===== config.mk =====
export PLATFORM = sky130hd
export DESIGN_NAME = tt_slot_mux
export DESIGN_NICKNAME = d
export VERILOG_FILES = /design/src/rtl/tt_slot_mux_pkg.sv /design/src/rtl/tt_sync_bus.sv /design/src/rtl/tt_slot_mux.sv
export SDC_FILE = /design/constraint.sdc
export NUM_CORES = 1
export LEC_CHECK = 0
export CAP_MARGIN = 20
export CORE_UTILIZATION = 39
export DETAILED_ROUTE_END_ITERATION = 10
export MAX_ROUTING_LAYER = met4
export PLACE_DENSITY = 0.8
export SLEW_MARGIN = 20
export SYNTH_ARGS = -nofsm -noshare
export SYNTH_HDL_FRONTEND = slang
export SYNTH_SLANG_ARGS = --single-unit

===== constraint.sdc =====
create_clock -name clock -period 1.7 [get_ports clock]
set_input_delay 0.34 -clock clock [delete_from_list [all_inputs] [get_ports clock]]
set_output_delay 0.34 -clock clock [all_outputs]
set_load 0.03 [all_outputs]

===== src/rtl/tt_slot_mux_pkg.sv =====
// rtl/tt_slot_mux_pkg.sv - shared types and widths for the tiny-tapeout slot selector
//
// Holds the HOLD/RUN state encoding, the width of the slot-reset hold
// counter, and the width of the optional output-activity counter.

package tt_slot_mux_pkg;

    typedef enum logic {
        ST_HOLD = 1'b0,
        ST_RUN  = 1'b1
    } state_e;

    // Hold counter width; RST_CYCLES must fit (1..255).
    localparam int CNT_W = 8;

    // Saturating activity counter width.
    localparam int ACT_W = 16;

endpackage


===== src/rtl/tt_sync_bus.sv =====
// rtl/tt_sync_bus.sv - multi-bit pad input synchroniser
//
// Purpose: passes an asynchronous bus through STAGES flop stages. Each bit
// is synchronised independently; the bus is not treated as a coherent word.
// Ports:
//   clock  - sampling clock
//   reset  - asynchronous active-high reset, clears every stage to 0
//   d_i    - asynchronous input bus [W-1:0]
//   q_o    - output of the last stage [W-1:0]

module tt_sync_bus #(
    parameter int W      = 8,
    parameter int STAGES = 2
) (
    input  logic         clock,
    input  logic         reset,
    input  logic [W-1:0] d_i,
    output logic [W-1:0] q_o
);

    logic [W-1:0] stage_q [STAGES];
    logic [W-1:0] stage_d [STAGES];

    always_comb begin
        stage_d[0] = d_i;
        for (int i = 1; i < STAGES; i++) begin
            stage_d[i] = stage_q[i-1];
        end
    end

    always_ff @(posedge clock or posedge reset) begin
        if (reset) begin
            for (int i = 0; i < STAGES; i++) begin
                stage_q[i] <= '0;
            end
        end else begin
            for (int i = 0; i < STAGES; i++) begin
                stage_q[i] <= stage_d[i];
            end
        end
    end

    assign q_o = stage_q[STAGES-1];

endmodule


===== src/rtl/tt_slot_mux.sv =====
// rtl/tt_slot_mux.sv - registered tiny-tapeout design selector with per-switch slot reset
//
// Purpose: broadcasts synchronised pad inputs to NUM_SLOTS designs and
// registers the selected design's outputs back to the pads. Selection
// changes through a valid/ready handshake; every accepted switch holds the
// slot reset bit for RST_CYCLES cycles before the new slot is connected.
// Optional feature macro: TT_SLOT_MUX_ACT_EN adds act_cnt_o, a saturating
// count of RUN cycles in which pad_out is about to change.
// Ports:
//   clock, reset  - clock and asynchronous active-high reset
//   sel_i         - requested slot [SEL_W-1:0]
//   sel_valid_i   - request valid; accepted when sel_ready_o is also high
//   sel_ready_o   - high while in RUN
//   sel_err_o     - one-cycle pulse after an out-of-range request is accepted
//   active_sel_o  - currently connected slot
//   pad_in        - asynchronous pad inputs [IO_W-1:0]
//   slot_in       - broadcast to all slots [IO_W-1:0]
//   slot_out      - slot k drives [k*IO_W +: IO_W]
//   pad_out       - registered output of the selected slot
//   act_cnt_o     - (TT_SLOT_MUX_ACT_EN only) activity count [15:0]

module tt_slot_mux
    import tt_slot_mux_pkg::*;
#(
    parameter int NUM_SLOTS   = 8,
    parameter int IO_W        = 8,
    parameter int SYNC_STAGES = 2,
    parameter int RST_CYCLES  = 4,
    parameter int RST_BIT     = 1,
    localparam int SEL_W      = $clog2(NUM_SLOTS)
) (
    input  logic                      clock,
    input  logic                      reset,
    input  logic [SEL_W-1:0]          sel_i,
    input  logic                      sel_valid_i,
    output logic                      sel_ready_o,
    output logic                      sel_err_o,
    output logic [SEL_W-1:0]          active_sel_o,
    input  logic [IO_W-1:0]           pad_in,
    output logic [IO_W-1:0]           slot_in,
    input  logic [NUM_SLOTS*IO_W-1:0] slot_out,
    output logic [IO_W-1:0]           pad_out
`ifdef TT_SLOT_MUX_ACT_EN
   ,output logic [ACT_W-1:0]          act_cnt_o
`endif
);

    localparam logic [CNT_W-1:0] RST_CNT    = CNT_W'(RST_CYCLES);
    localparam logic [IO_W-1:0]  RST_MASK   = IO_W'(1) << RST_BIT;
    localparam logic [SEL_W:0]   SLOT_LIMIT = (SEL_W+1)'(NUM_SLOTS);

    state_e           state_q, state_d;
    logic [CNT_W-1:0] cnt_q, cnt_d;
    logic [SEL_W-1:0] active_sel_q, active_sel_d;
    logic [IO_W-1:0]  pad_out_q, pad_out_d;
    logic             sel_err_q, sel_err_d;

    logic [IO_W-1:0]  pad_sync;
    logic [IO_W-1:0]  slot_sel;
    logic             sel_fire;
    logic             sel_in_range;

    // The synchroniser is never gated, so pad data is already settled when
    // a slot leaves HOLD.
    tt_sync_bus #(
        .W      (IO_W),
        .STAGES (SYNC_STAGES)
    ) u_sync (
        .clock (clock),
        .reset (reset),
        .d_i   (pad_in),
        .q_o   (pad_sync)
    );

    assign slot_sel     = slot_out[active_sel_q*IO_W +: IO_W];
    assign sel_fire     = sel_valid_i && (state_q == ST_RUN);
    // Extended by one bit so the comparison holds when NUM_SLOTS is a power of 2.
    assign sel_in_range = ({1'b0, sel_i} < SLOT_LIMIT);

    always_comb begin
        state_d      = state_q;
        cnt_d        = cnt_q;
        active_sel_d = active_sel_q;
        pad_out_d    = '0;
        sel_err_d    = 1'b0;

        case (state_q)
            ST_HOLD: begin
                if (cnt_q <= CNT_W'(1)) begin
                    state_d = ST_RUN;
                end else begin
                    cnt_d = cnt_q - CNT_W'(1);
                end
            end
            ST_RUN: begin
                pad_out_d = slot_sel;
                if (sel_fire) begin
                    if (sel_in_range) begin
                        // Output drops to 0 on the accepting edge so the old
                        // slot's data never leaks past the switch.
                        active_sel_d = sel_i;
                        cnt_d        = RST_CNT;
                        state_d      = ST_HOLD;
                        pad_out_d    = '0;
                    end else begin
                        sel_err_d = 1'b1;
                    end
                end
            end
            default: begin
                state_d = ST_HOLD;
                cnt_d   = RST_CNT;
            end
        endcase
    end

    always_ff @(posedge clock or posedge reset) begin
        if (reset) begin
            state_q      <= ST_HOLD;
            cnt_q        <= RST_CNT;
            active_sel_q <= '0;
            pad_out_q    <= '0;
            sel_err_q    <= 1'b0;
        end else begin
            state_q      <= state_d;
            cnt_q        <= cnt_d;
            active_sel_q <= active_sel_d;
            pad_out_q    <= pad_out_d;
            sel_err_q    <= sel_err_d;
        end
    end

    assign sel_ready_o  = (state_q == ST_RUN);
    assign sel_err_o    = sel_err_q;
    assign active_sel_o = active_sel_q;
    assign pad_out      = pad_out_q;
    assign slot_in      = (state_q == ST_RUN) ? pad_sync : RST_MASK;

`ifdef TT_SLOT_MUX_ACT_EN
    logic [ACT_W-1:0] act_cnt_q, act_cnt_d;

    always_comb begin
        act_cnt_d = act_cnt_q;
        if (sel_fire && sel_in_range) begin
            act_cnt_d = '0;
        end else if ((state_q == ST_RUN) && (pad_out_d != pad_out_q) && (act_cnt_q != '1)) begin
            act_cnt_d = act_cnt_q + ACT_W'(1);
        end
    end

    always_ff @(posedge clock or posedge reset) begin
        if (reset) begin
            act_cnt_q <= '0;
        end else begin
            act_cnt_q <= act_cnt_d;
        end
    end

    assign act_cnt_o = act_cnt_q;
`endif

endmodule


== Word-level counts from Yosys, hierarchy flattened ==
Cells that the tools add are included.
Widths: inputs -> output; s select.

* Register bits: 36
* Output and inout bits: 21
* Word-level logic and storage cells: 24
* Bits in latches: 0
* Bits of input ports: 78
* Memories kept: 0
* Memory bits (writable): 0
* ROM bits: 0

* Reductions and logical operators: 3
* $mul: 0
* Mux-type cells: 9
* Divide/modulo/power cells: 0
* Shift-type cells: 1
* Bitwise logic cells: 1
* Magnitude comparators: 1
* Equal/unequal tests: 2
* Add/sub/neg operators: 1

{| class="wikitable"
|+ Operator list
! operator !! count
|-
| $shiftx 64x7->8 || 1
|-
| $mux 8 || 5
|-
| $pmux 8 s2 || 1
|-
| $le 8x1->1 const B || 1
|-
| $sub 8x1->8 const B || 1
|-
| $reduce_and 2->1 || 2
|-
| $mux 1 || 2
|-
| $ne 2x1->1 const B || 1
|-
| $ne 2x2->1 const B || 1
|-
| $pmux 1 s2 || 1
|-
| $logic_and 1x1->1 || 1
|-
| $not 1->1 || 1
|}

== Longest topological paths before layout ==
Gate-level depths: netlist of the first run.

* Depth after elaboration: 3
* Depth in mapped cells: 6
* Gate-level depth less buffers: 6

== Cells and area by module ==
From an unflattened synthesis of the first run, not the netlist that was laid out.

* Cell total of the unflattened synthesis: 163
* Area, all modules: 1859.3 um^2

{| class="wikitable"
|+ By module, submodules not included
! module !! area an instance (um^2) !! instances !! sequential area each (um^2) !! cells an instance
|-
| tt_slot_mux || 1455.1 || 1 || 501.7 || 146
|-
| tt_sync_bus || 404.1 || 1 || 400.4 || 17
|}

== Worst setup path before layout of the first run ==
Ideal clock, no wire load.

* Kind: reg-to-reg
* From: register active_sel_q[1] (netlist: active_sel_o[1])
* To: register pad_out_q[3] (netlist: pad_out[3])
* Required time: 1.561 ns
* Setup slack: 0.160 ns
* Library setup time: 0.139 ns
* Cell stages (with the launch flop): 6
* Buffers on the path: 3
* Period minus slack after synthesis: 1.540 ns
* Arrival: 1.402 ns
* Path through: dfrtp_1 -> buf_4 -> buf_6 -> buf_2 -> a2111oi_0 -> nor4_1

* Cells in the longest elaborated chain, start to end: 3

{| class="wikitable"
|+ RTL lines
! item !! line !! RTL
|-
| from (decl) || tt_slot_mux.sv:54 || <nowiki>logic [SEL_W-1:0] active_sel_q, active_sel_d;</nowiki>
|-
| from (signal assigned) || tt_slot_mux.sv:127 || <nowiki>active_sel_q <= active_sel_d;</nowiki>
|-
| $shiftx 64x7->8 || tt_slot_mux.sv:75 || <nowiki>assign slot_sel = slot_out[active_sel_q*IO_W +: IO_W];</nowiki>
|-
| $mux 8 || tt_slot_mux.sv:97 || <nowiki>if (sel_fire) begin</nowiki>
|-
| $mux 8 || tt_slot_mux.sv:87 || <nowiki>case (state_q)</nowiki>
|-
| net pad_out_d[3] || tt_slot_mux.sv:55 || <nowiki>logic [IO_W-1:0] pad_out_q, pad_out_d;</nowiki>
|-
| to (signal assigned) || tt_slot_mux.sv:128 || <nowiki>pad_out_q <= pad_out_d;</nowiki>
|-
| to (decl) || tt_slot_mux.sv:55 ||
|}

The timed path passes the listed nets, and every way through them passes these cells.
A chain may end at the register's enable or synchronous reset.

== Worst setup path after layout of the first run ==
* From: register pad_out_q[7] (netlist: pad_out[7])
* To: output port pad_out[7]

{| class="wikitable"
|+ RTL lines
! item !! line !! RTL
|-
| to (decl) || tt_slot_mux.sv:42 || <nowiki>output logic [IO_W-1:0] pad_out</nowiki>
|}

No word-level cell between the ends.

==> results.md, run 1 <==
- R2R Setup Slk: 0.13 ns
- Max cap viols: 0
- Worst clock skew: 0.001522 ns
- Pins Over Slew Limit: 0
- Cts hold-fix bufs: 0
- Worst reg2reg startpoint: cnt_q[0]
- First-pass GRT wire length: 7.762 mm
- Die Span X: 71.23 um
- WS Path Type: flop to output port
- Final period utilization: 96.49%
- Power Density: 1383 nW/um2
- Setup Fix Bufs, Post-CTS: 0
- EDFF count, synth: 0
- Placed Area: 2888 um2
- ANT cells: 0
- Vias in the first global route: 1680
- Top-area cell type share of the netlist area: 46.85%
- Worst Max-Slew Pin Slew: 0.5366 ns
- FF-to-FF End: cnt_q[1]
- Critical path endpoint category: output port
- Final Hold Viols: 0
- Tot GR Track Use: 20.51%
- RSZ-0062 raised after global routing: no
- CP Launch Point: pad_out[7]
- Run status: complete, but fails checks
- Overflow after GRT: 0
- Worst-path maximum fanout: 1
- Total iterations of the first detailed-routing run: 7
- DRC: 2
- Port buffer count: 97
- CTS tree: yes
- Initial antenna violation count: 0
- FF-to-FF path depth: 6
- CP cell instances: clkdlybuf4s50_1
- Synth unique cells: 36
- Synth Flop Type: dfrtp_1
- Total wire length: 4.646 mm
- Die Height: 71.23 um
- Share of post-route cells with drive strength above 1: 14.12%
- Clk buf depth: 2
- Internal power: 2475 uW
- CTS Sinks: 36
- Io pins: 99
- Crit path largest cell delay: 0.69 ns
- Switching Share: 40.14%
- Logic pwr share: 54.4%
- Tot Pwr: 4134 uW
- Core area: 4474 um2
- Mapped Area: 1869 um2
- Crit path to: pad_out[7]
- Placed cell count: 306
- DP Wirelength: 3.753 mm
- Synthesized flop and latch total: 36
- Crit path time final: 1.640 ns
- Worst endpoint data arrival time: 1.30 ns
- Post-Syn Instances: 161
- Relative slew margins: 63.30%
- 1st-iter DRT viols: 79
- Slowest CP cell: clkdlybuf4s50_1
- Maximum VDD drop: 0.7988 mV
- Register area share after synthesis: 48.26%
- Initial Util: 41.78%
- Asr flop ratio synth: 100.0%
- Via/cell ratio: 5.146
- Clock share of power: 15.2%
- Mean Syn Cell Area: 11.61 um2
- Design Area, Final: 2989 um2
- Final nets: 341
- Total CTS buffers: 5
- Part of the power in registers: 30.4%
- Setup TNS: 0 ns
- Cell family with most CP delay: buffers and inverters
- Clock latency on the worst-skew pair: 0.28 ns
- Failing checks: DRC
- Pleak: 0.001274 uW
- WP depth: 1
- CTS root buf: clkbuf_8
- Clock transition at path regs: 0.07 ns
- Syn nets: 241
- Worst Path Buf+Inv: 1
- Syn. warnings: 0
- Routability Congestion: 0.8518
- Tightest Hold Check Type: flop to flop
- Final Setup Violations: 0
- Top post-synthesis cells by area: dfrtp_1, mux2i_1, nor2b_1
- Area growth syn-to-layout: 59.91%
- Cell Count, Final, Fillers Out: 314
- Std cell rows: 24
- Fmax: 609.6 MHz
- Startpoint types: flop
- Largest net degree at the start of global routing: 42
- Sw Pwr: 1659 uW
- Remaining antenna violation count: 0
- Die ar.: 5074 um2
- Via count: 1616
- Most frequent cell after synthesis: dfrtp_1
- # H-tree levels: 2
- Req. time, crit path: 1.36 ns
- Synth cell count leaders: dfrtp_1, mux2i_1, nor2b_1, nor4_1, and2_1
- Wire per inst: 14.80 um
- Post-synth top area cell: dfrtp_1
[layer usage]
metal  wire length (um)  up-vias  track usage, %
met2               2281       83           33.76
li1                   -      799               -
met5                  0        -               -
met3                412        4           6.610
met4                 39        0           5.333
met1               1913      730           24.38
[final cells by class]
class / instances / area, um2
clock buffers: 6 / 82.58
clock inverters: 2 / 13.76
fillers: 360 / 1485
inverters: 4 / 15.01
multi-input cells: 108 / 877.1
flip-flops and latches: 36 / 902.1
well taps: 52 / 65.06
repair buffers: 106 / 1033
[placed cells by master, fill, tap and decap left out, types with 6 or more instances in the layout]
cell type,Yosys,routed
a2111oi_0,7,7
a211oi_1,7,7
a22o_1,7,7
and2_1,8,8
buf_4,3,16
clkbuf_8,0,6
clkdlybuf4s50_1,0,85
dfrtp_1,35,35
mux2i_1,16,16
nor2b_1,15,15
nor4_1,9,9
[power by group through the flow]
stage | Sequential, uW | Clock [uW] | Combinational, uW
floorplan | 1370 | 0 | 1450
global placement | 1260 | 0 | 2220
detailed placement | 1270 | 0 | 2260
CTS | 1250 | 648 | 2250
global route | 1280 | 690 | 2450
finish | 1260 | 628 | 2250
[cells by family after synthesis]
kind of cell / share of synthesized area [%]
AOI/OAI and AO/OA: 15.93
DFF: 48.26
adders and majority gates: 1.338
buffers and inverters: 4.953
and+or+nand+nor: 15.73
other: 0.2006
muxes: 13.59
[timing repair]
action                                  4_1_cts  5_1_grt
resized for setup                             2        4
endpoints found under the setup margin        2        5
hold endpoints to repair                      0        0
[flip-flops by register name, indices dropped and copies added, names as in the netlist]
| signal | flops |
|---|---|
| active_sel_o | 3 |
| cnt_q | 8 |
| pad_out | 8 |
| sel_ready_o | 1 |
| u_sync.q_o | 8 |
| u_sync.stage_d | 8 |
[stage by stage]
step | worst slack, ns | util [%] | hold WS (ns)
final | 0.05969 | 66.81 | 0.3528
after detailed placement | 0.02815 | 64.54 | 0.3379
after floorplan | 0.1597 | - | 0.3312
after CTS | 0.02522 | 66.64 | 0.3579
after global placement | 0.06761 | 64.54 | 0.3324
after global routing | 0.0009990 | 66.81 | 0.3590
[worst min-delay path by stage]
stage	start	to	slack, ns	cells past startpoint
global route	u_sync.stage_d[3]	u_sync.q_o[3]	0.36	0
global placement	u_sync.stage_d[0]	u_sync.q_o[0]	0.33	0
CTS	u_sync.stage_d[3]	u_sync.q_o[3]	0.36	0
detailed placement	u_sync.stage_d[3]	u_sync.q_o[3]	0.34	0
floorplan	u_sync.stage_d[0]	u_sync.q_o[0]	0.33	0
finish	u_sync.stage_d[3]	u_sync.q_o[3]	0.35	0
Power figures use the tool's default switching activity.
==> run 2, diff against run 1 <==
--- a/config.mk
+++ b/config.mk
@@ -5,6 +5,7 @@
 export SDC_FILE = /design/constraint.sdc
 export NUM_CORES = 1
 export LEC_CHECK = 0
+export ABC_AREA = 0
 export CAP_MARGIN = 20
 export CORE_UTILIZATION = 39
 export DETAILED_ROUTE_END_ITERATION = 10
==> results of run 2 <==
The final DEF is identical to that of run 1; final timing and power are the same.
